==> config.mk <==
export PLATFORM = sky130hd
export DESIGN_NAME = controller_uart1_status_input
export DESIGN_NICKNAME = d
export VERILOG_FILES = /design/src/rtl/controller_uart1_pkg.sv /design/src/rtl/controller_uart1_status_debounce.sv /design/src/rtl/controller_uart1_status_input.sv
export SDC_FILE = /design/constraint.sdc
export NUM_CORES = 1
export LEC_CHECK = 0
export ABC_AREA = 1
export CORE_UTILIZATION = 39
export CTS_CLUSTER_DIAMETER = 60
export DETAILED_ROUTE_END_ITERATION = 7
export HOLD_SLACK_MARGIN = 0.02
export PLACE_DENSITY = 0.85
export RECOVER_POWER = 100
export SYNTH_ARGS = -nofsm -noshare
export SYNTH_HDL_FRONTEND = slang
export SYNTH_SLANG_ARGS = --single-unit
==> constraint.sdc <==
create_clock -name clk -period 1.9 [get_ports clk]
set_input_delay 0.285 -clock clk [delete_from_list [all_inputs] [get_ports clk]]
set_output_delay 0.285 -clock clk [all_outputs]
set_load 0.05 [all_outputs]
==> src/rtl/controller_uart1_pkg.sv <==
// Shared definitions for the UART1 controller register slices: Avalon word
// addresses of the status input port and the edge-capture selector codes.
package controller_uart1_pkg;

  // Word addresses of the status input port
  localparam logic [1:0] ADDR_DATA = 2'd0;
  localparam logic [1:0] ADDR_RSVD = 2'd1;
  localparam logic [1:0] ADDR_MASK = 2'd2;
  localparam logic [1:0] ADDR_EDGE = 2'd3;

  // Edge-capture selector values for the EDGE_TYPE parameter
  localparam int EDGE_RISE = 0;
  localparam int EDGE_FALL = 1;
  localparam int EDGE_ANY  = 2;

endpackage : controller_uart1_pkg

==> src/rtl/controller_uart1_status_debounce.sv <==
// One status bit: two-flop synchroniser followed by a counter-based debouncer.
// A change of the synchronised level is accepted only after DEBOUNCE_CYCLES
// consecutive samples differing from the current debounced level; any bounce
// back discards the partial count.
module controller_uart1_status_debounce #(
  parameter int   DEBOUNCE_CYCLES = 4,
  parameter logic RESET_VAL       = 1'b0
) (
  input  logic clk,
  input  logic reset_n,
  input  logic din,
  output logic deb
);

  localparam int CW = $clog2(DEBOUNCE_CYCLES) + 1;
  localparam logic [CW-1:0] CNT_MAX = CW'(DEBOUNCE_CYCLES - 1);

  logic          s1;
  logic          s2;
  logic [CW-1:0] cnt;

  // Two-stage synchroniser for the asynchronous input
  always_ff @(posedge clk or negedge reset_n) begin
    if (!reset_n) begin
      s1 <= RESET_VAL;
      s2 <= RESET_VAL;
    end else begin
      // NOTE: non-blocking assignments make s2 take the old s1, giving two real flop stages.
      s1 <= din;
      s2 <= s1;
    end
  end

  // Stability counter and debounced level
  always_ff @(posedge clk or negedge reset_n) begin
    if (!reset_n) begin
      cnt <= '0;
      deb <= RESET_VAL;
    end else if (s2 == deb) begin
      cnt <= '0;
    end else if (cnt == CNT_MAX) begin
      deb <= s2;
      cnt <= '0;
    end else begin
      cnt <= cnt + 1'b1;
    end
  end

endmodule : controller_uart1_status_debounce

==> src/rtl/controller_uart1_status_input.sv <==
// Avalon-MM status input port for the UART1 subsystem.
// Synchronises and debounces WIDTH status lines, exposes the level at address 0,
// latches edges in a write-one-to-clear register at address 3 and raises a
// maskable level interrupt.
// Optional feature macro: CONTROLLER_UART1_STATUS_IRQ_EN
//   defined   -> irq_mask register at address 2, irq = |(edge_capture & irq_mask)
//   undefined -> no mask flops, address 2 reads 0, irq tied low
module controller_uart1_status_input
  import controller_uart1_pkg::*;
#(
  parameter int               WIDTH           = 3,
  parameter int               DEBOUNCE_CYCLES = 4,
  parameter int               EDGE_TYPE       = 2,
  parameter logic [WIDTH-1:0] RESET_VALUE     = '0
) (
  input  logic             clk,
  input  logic             reset_n,
  input  logic [1:0]       address,
  input  logic             chipselect,
  input  logic             write_n,
  input  logic [31:0]      writedata,
  output logic [31:0]      readdata,
  input  logic [WIDTH-1:0] in_port,
  output logic             irq
);

  logic [WIDTH-1:0] deb;
  logic [WIDTH-1:0] prev;
  logic [WIDTH-1:0] edges;
  logic [WIDTH-1:0] edge_capture;
  logic [WIDTH-1:0] irq_mask;
  logic [WIDTH-1:0] wr_bits;
  logic             wr_en;
  logic             unused_wdata;

  assign wr_en        = chipselect & ~write_n;
  assign wr_bits      = writedata[WIDTH-1:0];
  assign unused_wdata = ^writedata;

  for (genvar i = 0; i < WIDTH; i++) begin : g_bit
    controller_uart1_status_debounce #(
      .DEBOUNCE_CYCLES (DEBOUNCE_CYCLES),
      .RESET_VAL       (RESET_VALUE[i])
    ) u_debounce (
      .clk     (clk),
      .reset_n (reset_n),
      .din     (in_port[i]),
      .deb     (deb[i])
    );
  end

  // Previous debounced level; shares RESET_VALUE with deb so release is edge-free
  always_ff @(posedge clk or negedge reset_n) begin
    if (!reset_n) prev <= RESET_VALUE;
    else          prev <= deb;
  end

  // Edge qualification by configured direction
  always_comb begin
    // NOTE: default assignment first so every path drives edges and no latch is inferred.
    edges = '0;
    case (EDGE_TYPE)
      EDGE_RISE: edges = deb & ~prev;
      EDGE_FALL: edges = ~deb & prev;
      default:   edges = deb ^ prev;
    endcase
  end

  // Edge-capture register: W1C, a new edge wins over a simultaneous clear
  always_ff @(posedge clk or negedge reset_n) begin
    if (!reset_n) begin
      edge_capture <= '0;
    end else if (wr_en && address == ADDR_EDGE) begin
      edge_capture <= (edge_capture & ~wr_bits) | edges;
    end else begin
      edge_capture <= edge_capture | edges;
    end
  end

`ifdef CONTROLLER_UART1_STATUS_IRQ_EN
  // Interrupt mask register
  always_ff @(posedge clk or negedge reset_n) begin
    if (!reset_n) begin
      irq_mask <= '0;
    end else if (wr_en && address == ADDR_MASK) begin
      irq_mask <= wr_bits;
    end
  end

  assign irq = |(edge_capture & irq_mask);
`else
  assign irq_mask = '0;
  assign irq      = 1'b0;
`endif

  // Zero-latency read mux, no side effects
  always_comb begin
    readdata = '0;
    case (address)
      ADDR_DATA: readdata[WIDTH-1:0] = deb;
      ADDR_MASK: readdata[WIDTH-1:0] = irq_mask;
      ADDR_EDGE: readdata[WIDTH-1:0] = edge_capture;
      default:   readdata = '0;
    endcase
  end

endmodule : controller_uart1_status_input

==> summary.txt <==
Worst setup path
  – Worst path max stage delay: roughly 0.48 ns
  – Critical Path AT: 1.56 ns
  – Critical Path RT: 1.62 ns
  – CP max stage cell: clkdlybuf4s50_1
  – CP Capture Type: output pin
  – Critical Path, Cell by Cell: clkdlybuf4s50_1 -> inv_1 -> ha_1 -> a21oi_1 -> buf_12
  – CP Launch Type: input port
  – Max FO, Critical Path: 3
  – Critical path type: input port to output pin

Timing
  – RSZ-0062 raised after global routing: true
  – Final Hold Viols: 0
  – Setup TNS: 0 ns
  – Max Clk Rate: 541.6 MHz
  – Tcrit/Tclk final: between 90% and 100%
  – Slew margin rel.: 19.56%
  – Worst-Margin Slew: 1.207 ns
  – Final Max Slew Viols: 0
  – Final Skew: 0.002951 ns
  – # setup viols final: 0
  – Tmin final: 1.846 ns

Route
  – Antenna Nets Post-Route: 0
  – Vias after detailed routing: 695
  – DRT Pass-1 Iters: 6
  – Vias per Instance: 4.041
  – DRC: 15
  – Initial drt markers: 27
  – Avg WL per Cell: 8.430 µm
  – Final WL: 1450 µm

GRT
  – Initial antenna violation count: 0
  – Vias in the first global route: approximately 660
  – Pin count of the biggest net entering global routing: 25
  – GRT Overall Usage: around 10%
  – Total congestion overflow: 0
  – First-pass GRT wire length: 2497 µm

Placed design
  – Final HPWL DP: 1086 µm
  – Routability congestion estimate: about 0.74
  – Port buffer count: 14
  – Placed cells: between 150 and 200

Floorplan
  – FP Rows: 19
  – Die Wd: 57.03 µm
  – Die area: ~0.0033 mm²
  – Die Ht: about 57 µm
  – Core area: 0.002805 mm²
  – I/O Pins: 74
  – Starting density of the core: 42.11%

Power
  – Int Pwr: 883.1 µW
  – Peak VDD IR: ~480 µV
  – Switch Pwr: 539.4 µW
  – Combinational share of power: 34.7%
  – Switching share of total power: between 30 and 40%
  – Leakage dissipation: 0.6636 nW
  – PwrDens: 1101 mW/mm²
  – Proportion of power drawn by the clock network: 14.5%
  – Register share of total power: 50.7%

Layout
  – Layout cells sized above 1: around 5.0%
  – Commonest non-fill, non-tap cell in the layout: conb_1
  – Area of the multi-input gates: 426.7 µm²
  – Nets@finish: 189
  – Non-Filler Instances: 172
  – Fill cells: about 280
  – Synthesis-to-layout area growth: 9.428%
  – FF/Latch Area: 600.6 µm²
  – Commonest cells after routing, fill and taps aside: conb_1 (30), nand2_1 (25), dfrtp_1 (24)
  – Diode count: 0

Clock tree
  – CTS tree: yes
  – Setup Fix Bufs, Post-CTS: 0
  – Clock tree root driver cell: clkbuf_4
  – Clock tree buffer depth: 2
  – CTS Hold Bufs: 0
  – Worst skew pair latency: 0.30 ns
  – Clock transition at the registers of the reported paths: 0.11 ns
  – Post-CTS Resized: 0
  – CTS Buf Count: 3
  – Clock sink total: 24
  – H-tree depth: 1

Yosys
  – Warnings from Yosys: 0
  – Avg Cell Area, Syn: 9.603 µm²
  – Synth cell types: 12
  – Sequential element share of the synthesized area: 50.85%
  – Synthesized netlist cell count: 123
  – #FFs+latches synth: 24
  – Mapped Area: 0.001181 mm²

Hold path
  – Type of the most critical hold path: flop to flop

Run status
  – Status: finished with violations
  – Failing checks: design-rule violations

Job
  – Max Cap Violations: 0
cells by family (layout without fill, tap and decap cells):
| logic type | Yosys count | after routing | synth area share (%) |
|---|---|---|---|
| compound gates | 3 | 3 | 1.271 |
| xor+xnor | 6 | 6 | 4.449 |
| fa+ha+maj | 5 | 5 | 5.297 |
| buf+inv | 41 | 30 | 22.56 |
| flops | 24 | 24 | 50.85 |
| other cells | 1 | 30 | 0.3175 |
| simple gates | 43 | 43 | 15.25 |
per-stage QoR:
| step | hold slack, ns | worst slack (ns) | util, % | area (µm²) | total power, mW |
|---|---|---|---|---|---|
| 2_1_floorplan | -0.01059 | 0.2275 | - | 1290 | 1.157 |
| 3_3_place_gp | 0.3313 | 0.06187 | 45.94 | 1289 | 1.219 |
| 3_5_place_dp | 0.3362 | 0.04969 | 45.94 | 1289 | 1.240 |
| 4_1_cts | 0.3213 | 0.04705 | 46.74 | 1311 | 1.454 |
| 5_1_grt | 0.3797 | -0.01809 | 46.07 | 1292 | 1.538 |
| 6_report | 0.3633 | 0.05360 | 46.07 | 1292 | 1.422 |
metal layers:
layer / track usage [%] / up-vias / wire (µm)
met5: 0 / - / 0
met4: 7.317 / 0 / 40
met3: 2.268 / 5 / 99
met2: 17.14 / 26 / 658
met1: 11.14 / 309 / 651
li1: - / 355 / -
area by class of cell:
| type | instances | area share, % |
|---|---|---|
| inverter | 11 | 3.195 |
| clock buffer | 3 | 1.742 |
| tap | 31 | 3.001 |
| multi-input combinational | 87 | 33.01 |
| timing repair buffer | 16 | 12.58 |
| sequential | 24 | 46.47 |
flip-flops by register name, summed over array words and instances, names as in the netlist:
register / flops
g_bit.u_debounce.deb: 3
g_bit.u_debounce.cnt: 9
g_bit.u_debounce.s2: 3
edge_capture: 3
g_bit.u_debounce.s1: 3
prev: 3
worst paths after layout:
check                                            from                          to  slack, ns  depth (start not counted)
setup / recovery                           address[0]                 readdata[1]       0.05                          5
setup reg to reg           g_bit[1].u_debounce.cnt[0]  g_bit[1].u_debounce.cnt[2]       0.88                          3
hold reg to reg                g_bit[2].u_debounce.s1      g_bit[2].u_debounce.s2       0.36                          0
min in group asynchronous                     reset_n     g_bit[0].u_debounce.deb       0.74                          2
max in group asynchronous                     reset_n      g_bit[2].u_debounce.s1       0.45                          2
hold / removal                 g_bit[2].u_debounce.s1      g_bit[2].u_debounce.s2       0.36                          0
critical path, delay by kind of cell:
kind / cells / cell delay (ns)
buffers and inverters: 3 / 0.70
AOI/OAI and AO/OA: 1 / 0.23
adders and majority gates: 1 / 0.34
synth_stat cells:
master	n	share of area, %
ha_1	5	5.3
xnor2_1	6	4.4
buf_4	30	19
nor2_1	9	2.9
conb_1	1	0.32
inv_1	11	3.5
dfrtp_1	24	51
nand3_1	3	1.3
a21oi_1	3	1.3
or2_1	3	1.6
nand4_1	3	1.6
nand2_1	25	7.9
power by group through the flow:
stage	combinational, mW	clock [mW]	sequential, mW
after floorplan	0.444	0	0.713
after global placement	0.493	0	0.726
after detailed placement	0.507	0	0.734
after CTS	0.510	0.221	0.723
after global routing	0.556	0.246	0.736
final	0.494	0.206	0.722
(Power assumes the default switching activity.)
